$ cat src/rtl/ti_share_encoder.sv
// rtl/ti_share_encoder.sv - splits nibbles into NSHARES Boolean shares using fresh LFSR randomness
module ti_share_encoder #(
  parameter int                NSHARES = 3,
  parameter int                LFSR_W  = 32,
  parameter logic [LFSR_W-1:0] POLY    = LFSR_W'(32'h80200003),
  parameter int                WARMUP  = 16
) (
  input  logic                   clk,
  input  logic                   rst,
  input  logic                   seed_load,
  input  logic [LFSR_W-1:0]      seed_value,
  input  logic [3:0]             in_data,
  input  logic                   in_valid,
  output logic                   in_ready,
  output logic [4*NSHARES-1:0]   out_shares,
  output logic                   out_valid,
  input  logic                   out_ready,
  output logic                   busy
);

  typedef enum logic [1:0] {ST_SEED_WAIT, ST_WARMUP, ST_RUN} state_t;

  localparam int          WL    = (WARMUP > 0) ? WARMUP - 1 : 0;
  localparam logic [7:0]  WLAST = WL[7:0];

  state_t              state, state_nxt;
  logic [LFSR_W-1:0]   lfsr, lfsr_nxt, lfsr_step;
  logic [7:0]          wcnt, wcnt_nxt;
  logic [4*NSHARES-1:0] enc;
  logic [3:0]          share0;
  logic                accept;

  assign lfsr_step = (lfsr >> 1) ^ (lfsr[0] ? POLY : '0);
  assign in_ready  = (state == ST_RUN) && !seed_load && (!out_valid || out_ready);
  assign accept    = in_valid && in_ready;
  assign busy      = (state != ST_RUN);

  // Random shares come from the current LFSR state; share0 absorbs the data.
  always_comb begin
    enc    = '0;
    share0 = in_data;
    for (int j = 1; j < NSHARES; j++) begin
      enc[4*j +: 4] = lfsr[4*(j-1) +: 4];
      share0        = share0 ^ lfsr[4*(j-1) +: 4];
    end
    enc[3:0] = share0;
  end

  always_comb begin
    state_nxt = state;
    lfsr_nxt  = lfsr;
    wcnt_nxt  = wcnt;
    if (seed_load) begin
      lfsr_nxt  = (seed_value == '0) ? LFSR_W'(1) : seed_value;
      wcnt_nxt  = '0;
      state_nxt = (WARMUP > 0) ? ST_WARMUP : ST_RUN;
    end else begin
      case (state)
        ST_WARMUP: begin
          lfsr_nxt = lfsr_step;
          wcnt_nxt = wcnt + 8'd1;
          if (wcnt == WLAST) state_nxt = ST_RUN;
        end
        ST_RUN: begin
          if (accept) lfsr_nxt = lfsr_step;
        end
        default: ;
      endcase
    end
  end

  always_ff @(posedge clk) begin
    if (rst) begin
      state      <= ST_SEED_WAIT;
      lfsr       <= LFSR_W'(1);
      wcnt       <= '0;
      out_valid  <= 1'b0;
      out_shares <= '0;
    end else begin
      state <= state_nxt;
      lfsr  <= lfsr_nxt;
      wcnt  <= wcnt_nxt;
      // A reseed discards any pending word so no share reuses stale randomness.
      if (seed_load) begin
        out_valid <= 1'b0;
      end else if (accept) begin
        out_valid  <= 1'b1;
        out_shares <= enc;
      end else if (out_ready) begin
        out_valid <= 1'b0;
      end
    end
  end

endmodule
$ cat config.mk
export PLATFORM = sky130hd
export DESIGN_NAME = ti_share_encoder
export DESIGN_NICKNAME = d
export VERILOG_FILES = /design/src/rtl/ti_share_encoder.sv
export SDC_FILE = /design/constraint.sdc
export NUM_CORES = 1
export LEC_CHECK = 0
export CAP_MARGIN = 20
export CELL_PAD_IN_SITES_DETAIL_PLACEMENT = 1
export CELL_PAD_IN_SITES_GLOBAL_PLACEMENT = 1
export CORE_ASPECT_RATIO = 1.4
export CORE_MARGIN = 1.5
export CORE_UTILIZATION = 38
export DETAILED_ROUTE_END_ITERATION = 12
export GPL_TIMING_DRIVEN = 0
export PLACE_DENSITY_LB_ADDON = 0.1
export SETUP_SLACK_MARGIN = 0.15
export SLEW_MARGIN = 20
export SYNTH_ARGS = -nofsm -noshare
export SYNTH_HDL_FRONTEND = slang
export SYNTH_SLANG_ARGS = --single-unit
$ cat constraint.sdc
create_clock -name clk -period 1.6 [get_ports clk]
set_input_delay 0.24 -clock clk [delete_from_list [all_inputs] [get_ports clk]]
set_output_delay 0.24 -clock clk [all_outputs]
set_load 0.02 [all_outputs]
==> impl_metrics.sql <==
INSERT INTO impl_metrics (metric_group, metric, value, unit) VALUES
('synthesis', 'synth.net_count', '307', ''),
('detailed_routing', 'vias', '2184', ''),
('place', 'place.detailed.instances', '411', ''),
('floorplan', 'die_height', '101', 'um'),
('sta', 'tightestPinTransition', '0.503', 'ns'),
('setup_path', 'path_delay_family', 'buffers and inverters', ''),
('place', 'gp_routability_congestion', '0.736', ''),
('clock_tree', 'root_buffer', 'sky130_fd_sc_hd__clkbuf_8', ''),
('synthesis', 'synth-warning-count', '0', ''),
('sta', 'setup_viol', '0', ''),
('floorplan', 'floorplan.io_pins', '56', ''),
('sta', 'achievable-frequency', '661', 'MHz'),
('clock_tree', 'cts_hold_repair.buffers', '0', ''),
('global_route', 'grtUsageTotal', '18.8', '%'),
('setup_path', 'ws_path_type', 'reg2reg', ''),
('job', 'cap_violations', '0', ''),
('detailed_routing', 'detail_route.vias_per_cell', '5.08', ''),
('synthesis', 'synth_largest_type_area_fraction', '42.3', '%'),
('floorplan', 'die_w', '72.9', 'um'),
('setup_path', 'timing.critical_path.from_type', 'flop', ''),
('place', 'dp.final_hpwl', '4810', 'um'),
('clock_tree', 'cts-buffers-inserted', '5', ''),
('status', 'outcome', 'complete, no violations', ''),
('place', 'io_buffer_count', '54', ''),
('sta', 'slew-limit-headroom', '66.5', '%'),
('finish', 'layout_overhead_on_the_synthesized_area', '34.3', '%'),
('finish', 'final_cells', '430', ''),
('global_route', 'first_global_vias', '2246', ''),
('synthesis', 'synth.distinct_cells', '38', ''),
('sta', 'setup_repair_after_global_routing_missed_its_margin', 'yes', ''),
('synthesis', 'syn_area', '2600', 'um^2'),
('detailed_routing', 'detail_route.first_pass.iterations', '4', ''),
('clock_tree', 'cts-root-to-sink-buffers', '2', ''),
('synthesis', 'post-synth-top-area-cell', 'sky130_fd_sc_hd__dfxtp_1', ''),
('sta', 'fin_crit', '1.51', 'ns'),
('finish', 'diode_count', '0', ''),
('pwr', 'leakage_power', '1.70', 'nW'),
('clock_tree', 'tritoncts', 'yes', ''),
('finish', 'nets', '379', ''),
('clock_tree', 'htreeDepth', '2', ''),
('finish', 'utilization', '52.8', '%'),
('setup_path', 'crit_path_end_kind', 'flop', ''),
('setup_path', 'crit_path_max_incr_delay', '0.34', 'ns'),
('sta', 'fin_skew', '0.00497', 'ns'),
('finish', 'number_of_filler_instances_in_the_final_layout', '755', ''),
('global_route', 'grt_remaining_overflow', '0', ''),
('pwr', 'totalPowerFinal', '2.76', 'mW'),
('floorplan', 'initial_utilization', '39.3', '%'),
('setup_path', 'timing.critical_path.fanout_max', '6', ''),
('sta', 'hold_viol_final', '0', ''),
('pwr', 'ir_drop', '367', 'uV'),
('finish', 'layout_cell_share_with_drive_strength_beyond_1', '14.5', '%'),
('clock_tree', 'worstSkewPairLatency', '0.30', 'ns'),
('setup_path', 'critical_path.slowest_cell', 'sky130_fd_sc_hd__dfxtp_2', ''),
('synthesis', 'top_post_synthesis_cells_by_area', 'sky130_fd_sc_hd__dfxtp_1, sky130_fd_sc_hd__mux2i_1, sky130_fd_sc_hd__o211a_1, sky130_fd_sc_hd__nor2_1, sky130_fd_sc_hd__xnor2_1', ''),
('synthesis', 'yosysSeqAreaShare', '42.3', '%'),
('floorplan', 'floorplan.core_area', '6610', 'um^2'),
('finish', 'most-common-layout-cells', 'sky130_fd_sc_hd__nor2_1, sky130_fd_sc_hd__dfxtp_1, sky130_fd_sc_hd__clkdlybuf4s50_1', ''),
('sta', 'fin_crit_sh', '94.6', '%'),
('global_route', 'grt_start_max_net_pins', '17', ''),
('synthesis', 'synthesis.instances', '265', ''),
('floorplan', 'dieArea', '7350', 'um^2'),
('synthesis', 'synth-seq-cells', '55', ''),
('min_path', 'min_path_type', 'in2reg', ''),
('detailed_routing', 'starting_drc_count_in_detailed_routing', '41', ''),
('clock_tree', 'worst_setup_hold_path_clk_slew', '0.10', 'ns'),
('global_route', 'grt_first_pass_wirelength', '10800', 'um'),
('floorplan', 'rows', '35', ''),
('detailed_routing', 'route.antenna.remaining_nets', '0', ''),
('setup_path', 'cp.arrival', '1.72', 'ns'),
('sta', 'finalMaxSlewViolations', '0', ''),
('clock_tree', 'tritoncts_num_sinks', '55', ''),
('synthesis', 'syn_avg_cell_area', '9.81', 'um^2'),
('global_route', 'antenna_found_initial', '0', ''),
('detailed_routing', 'drt-total-wl', '6550', 'um'),
('setup_path', 'critical_path_cell_by_cell', 'and2b_4, a31oi_4, buf_12, buf_8, buf_4, a2111oi_4', ''),
('setup_path', 'path_buf_inv', '3', ''),
('detailed_routing', 'wl_per_cell', '15.2', 'um'),
('setup_path', 'critical_path_required', '1.81', 'ns'),
('detailed_routing', 'drc_errors', '0', ''),
('pwr', 'power.density_cell_area', '791', 'nW/um^2');
## flip-flops by register name, indices dropped and copies added, names as in the netlist
name	cells
lfsr	32
out_shares	12
out_valid	1
state	2
wcnt	8
## report_power, final
part           switching (mW)  total, mW  leakage (nW)  internal (mW)
clock network           0.453      0.760        0.0412          0.307
logic                   0.235      0.524          1.20          0.289
registers              0.0369       1.48         0.453           1.44
## cells in the mapped netlist
library cell,count
sky130_fd_sc_hd__nor4_1,9
sky130_fd_sc_hd__clkbuf_1,8
sky130_fd_sc_hd__or4_1,1
sky130_fd_sc_hd__a31oi_4,1
sky130_fd_sc_hd__o21ai_0,2
sky130_fd_sc_hd__nand2b_2,1
sky130_fd_sc_hd__nand4_2,1
sky130_fd_sc_hd__nand2_1,11
sky130_fd_sc_hd__nand4_1,5
sky130_fd_sc_hd__a31o_4,1
sky130_fd_sc_hd__and3_1,2
sky130_fd_sc_hd__o211a_1,25
sky130_fd_sc_hd__nor3_2,1
sky130_fd_sc_hd__and2b_4,1
sky130_fd_sc_hd__dfxtp_1,55
sky130_fd_sc_hd__buf_8,2
sky130_fd_sc_hd__buf_6,2
sky130_fd_sc_hd__inv_1,1
sky130_fd_sc_hd__nor2_1,53
sky130_fd_sc_hd__ha_1,1
sky130_fd_sc_hd__nor2b_1,1
sky130_fd_sc_hd__or2_2,1
sky130_fd_sc_hd__o221ai_1,2
sky130_fd_sc_hd__buf_2,4
sky130_fd_sc_hd__o21a_1,1
sky130_fd_sc_hd__a2111oi_0,2
sky130_fd_sc_hd__a2111oi_2,2
sky130_fd_sc_hd__nor3_1,4
sky130_fd_sc_hd__o211ai_1,1
sky130_fd_sc_hd__buf_4,1
sky130_fd_sc_hd__inv_2,2
sky130_fd_sc_hd__a21oi_1,3
sky130_fd_sc_hd__mux2i_1,38
sky130_fd_sc_hd__a211o_1,1
sky130_fd_sc_hd__nand3b_1,1
sky130_fd_sc_hd__or3_1,2
sky130_fd_sc_hd__xnor2_1,11
sky130_fd_sc_hd__xor2_1,5
## cells by family after synthesis
group                    share of synthesized area (%)
AND/OR/NAND/NOR                                   17.0
flip-flops                                        42.3
AO/OA/AOI/OAI                                     15.5
multiplexers                                      14.6
buffers and inverters                             4.67
XOR/XNOR                                          5.39
adder cells (fa/ha/maj)                          0.481
## per-stage QoR
step                TNS [ns]  setup WS (ns)  hold slack [ns]  cell area (um^2)
global route               0         0.0477            0.415              3490
global placement       -9.90         -0.481            0.474              3260
floorplan                  0          0.178            0.378              2600
CTS                        0         0.0771            0.403              3400
finish                     0         0.0868            0.414              3490
detailed placement    -10.50         -0.460            0.489              3260
## worst register-to-register path, cell delays in order, from the launching register on
cell and delay (ns):
sky130_fd_sc_hd__dfxtp_2 0.34, sky130_fd_sc_hd__and2b_4 0.28, sky130_fd_sc_hd__a31oi_4 0.10, sky130_fd_sc_hd__buf_12 0.16
sky130_fd_sc_hd__buf_8 0.13, sky130_fd_sc_hd__buf_4 0.14, sky130_fd_sc_hd__a2111oi_4 0.28
## cell type report
class | instances | area, um^2 | share of cell area [%]
sequential | 55 | 1100 | 31.6
tap | 92 | 115 | 3.30
inverter | 3 | 11.3 | 0.322
buffer | 17 | 118 | 3.37
multi-input combinational | 190 | 1420 | 40.6
clock inverter | 2 | 12.5 | 0.358
timing repair buffer | 65 | 641 | 18.3
clock buffer | 6 | 72.6 | 2.08
## layer usage
layer	share of wire [%]	global-route usage, %	wire length [um]
met5	0	0	0
met2	53	34.2	3460
met3	2.9	3.60	193
met1	43	22.0	2800
met4	1.5	5.52	100
## worst paths after layout
path | startpoint | to | slack (ns) | cells past startpoint
worst min-delay path | seed_load | lfsr[2]$_SDFFE_PP0P_ | 0.41 | 3
worst max register to register | state[0]$_SDFFE_PP0P_ | lfsr[31]$_SDFFE_PP0P_ | 0.09 | 6
worst min register to register | out_shares[10]$_SDFFE_PP0P_ | out_shares[10]$_SDFFE_PP0P_ | 0.50 | 2
worst max-delay path | state[0]$_SDFFE_PP0P_ | lfsr[31]$_SDFFE_PP0P_ | 0.09 | 6
## repair_timing
| action | CTS | global route |
|---|---|---|
| setup buffers | 7 | 3 |
| pin swaps | 2 | 4 |
| endpoints found under the setup margin | 54 | 42 |
| gates resized for setup | 33 | 8 |
| cloned | 0 | 1 |
Power figures use the tool's default switching activity.
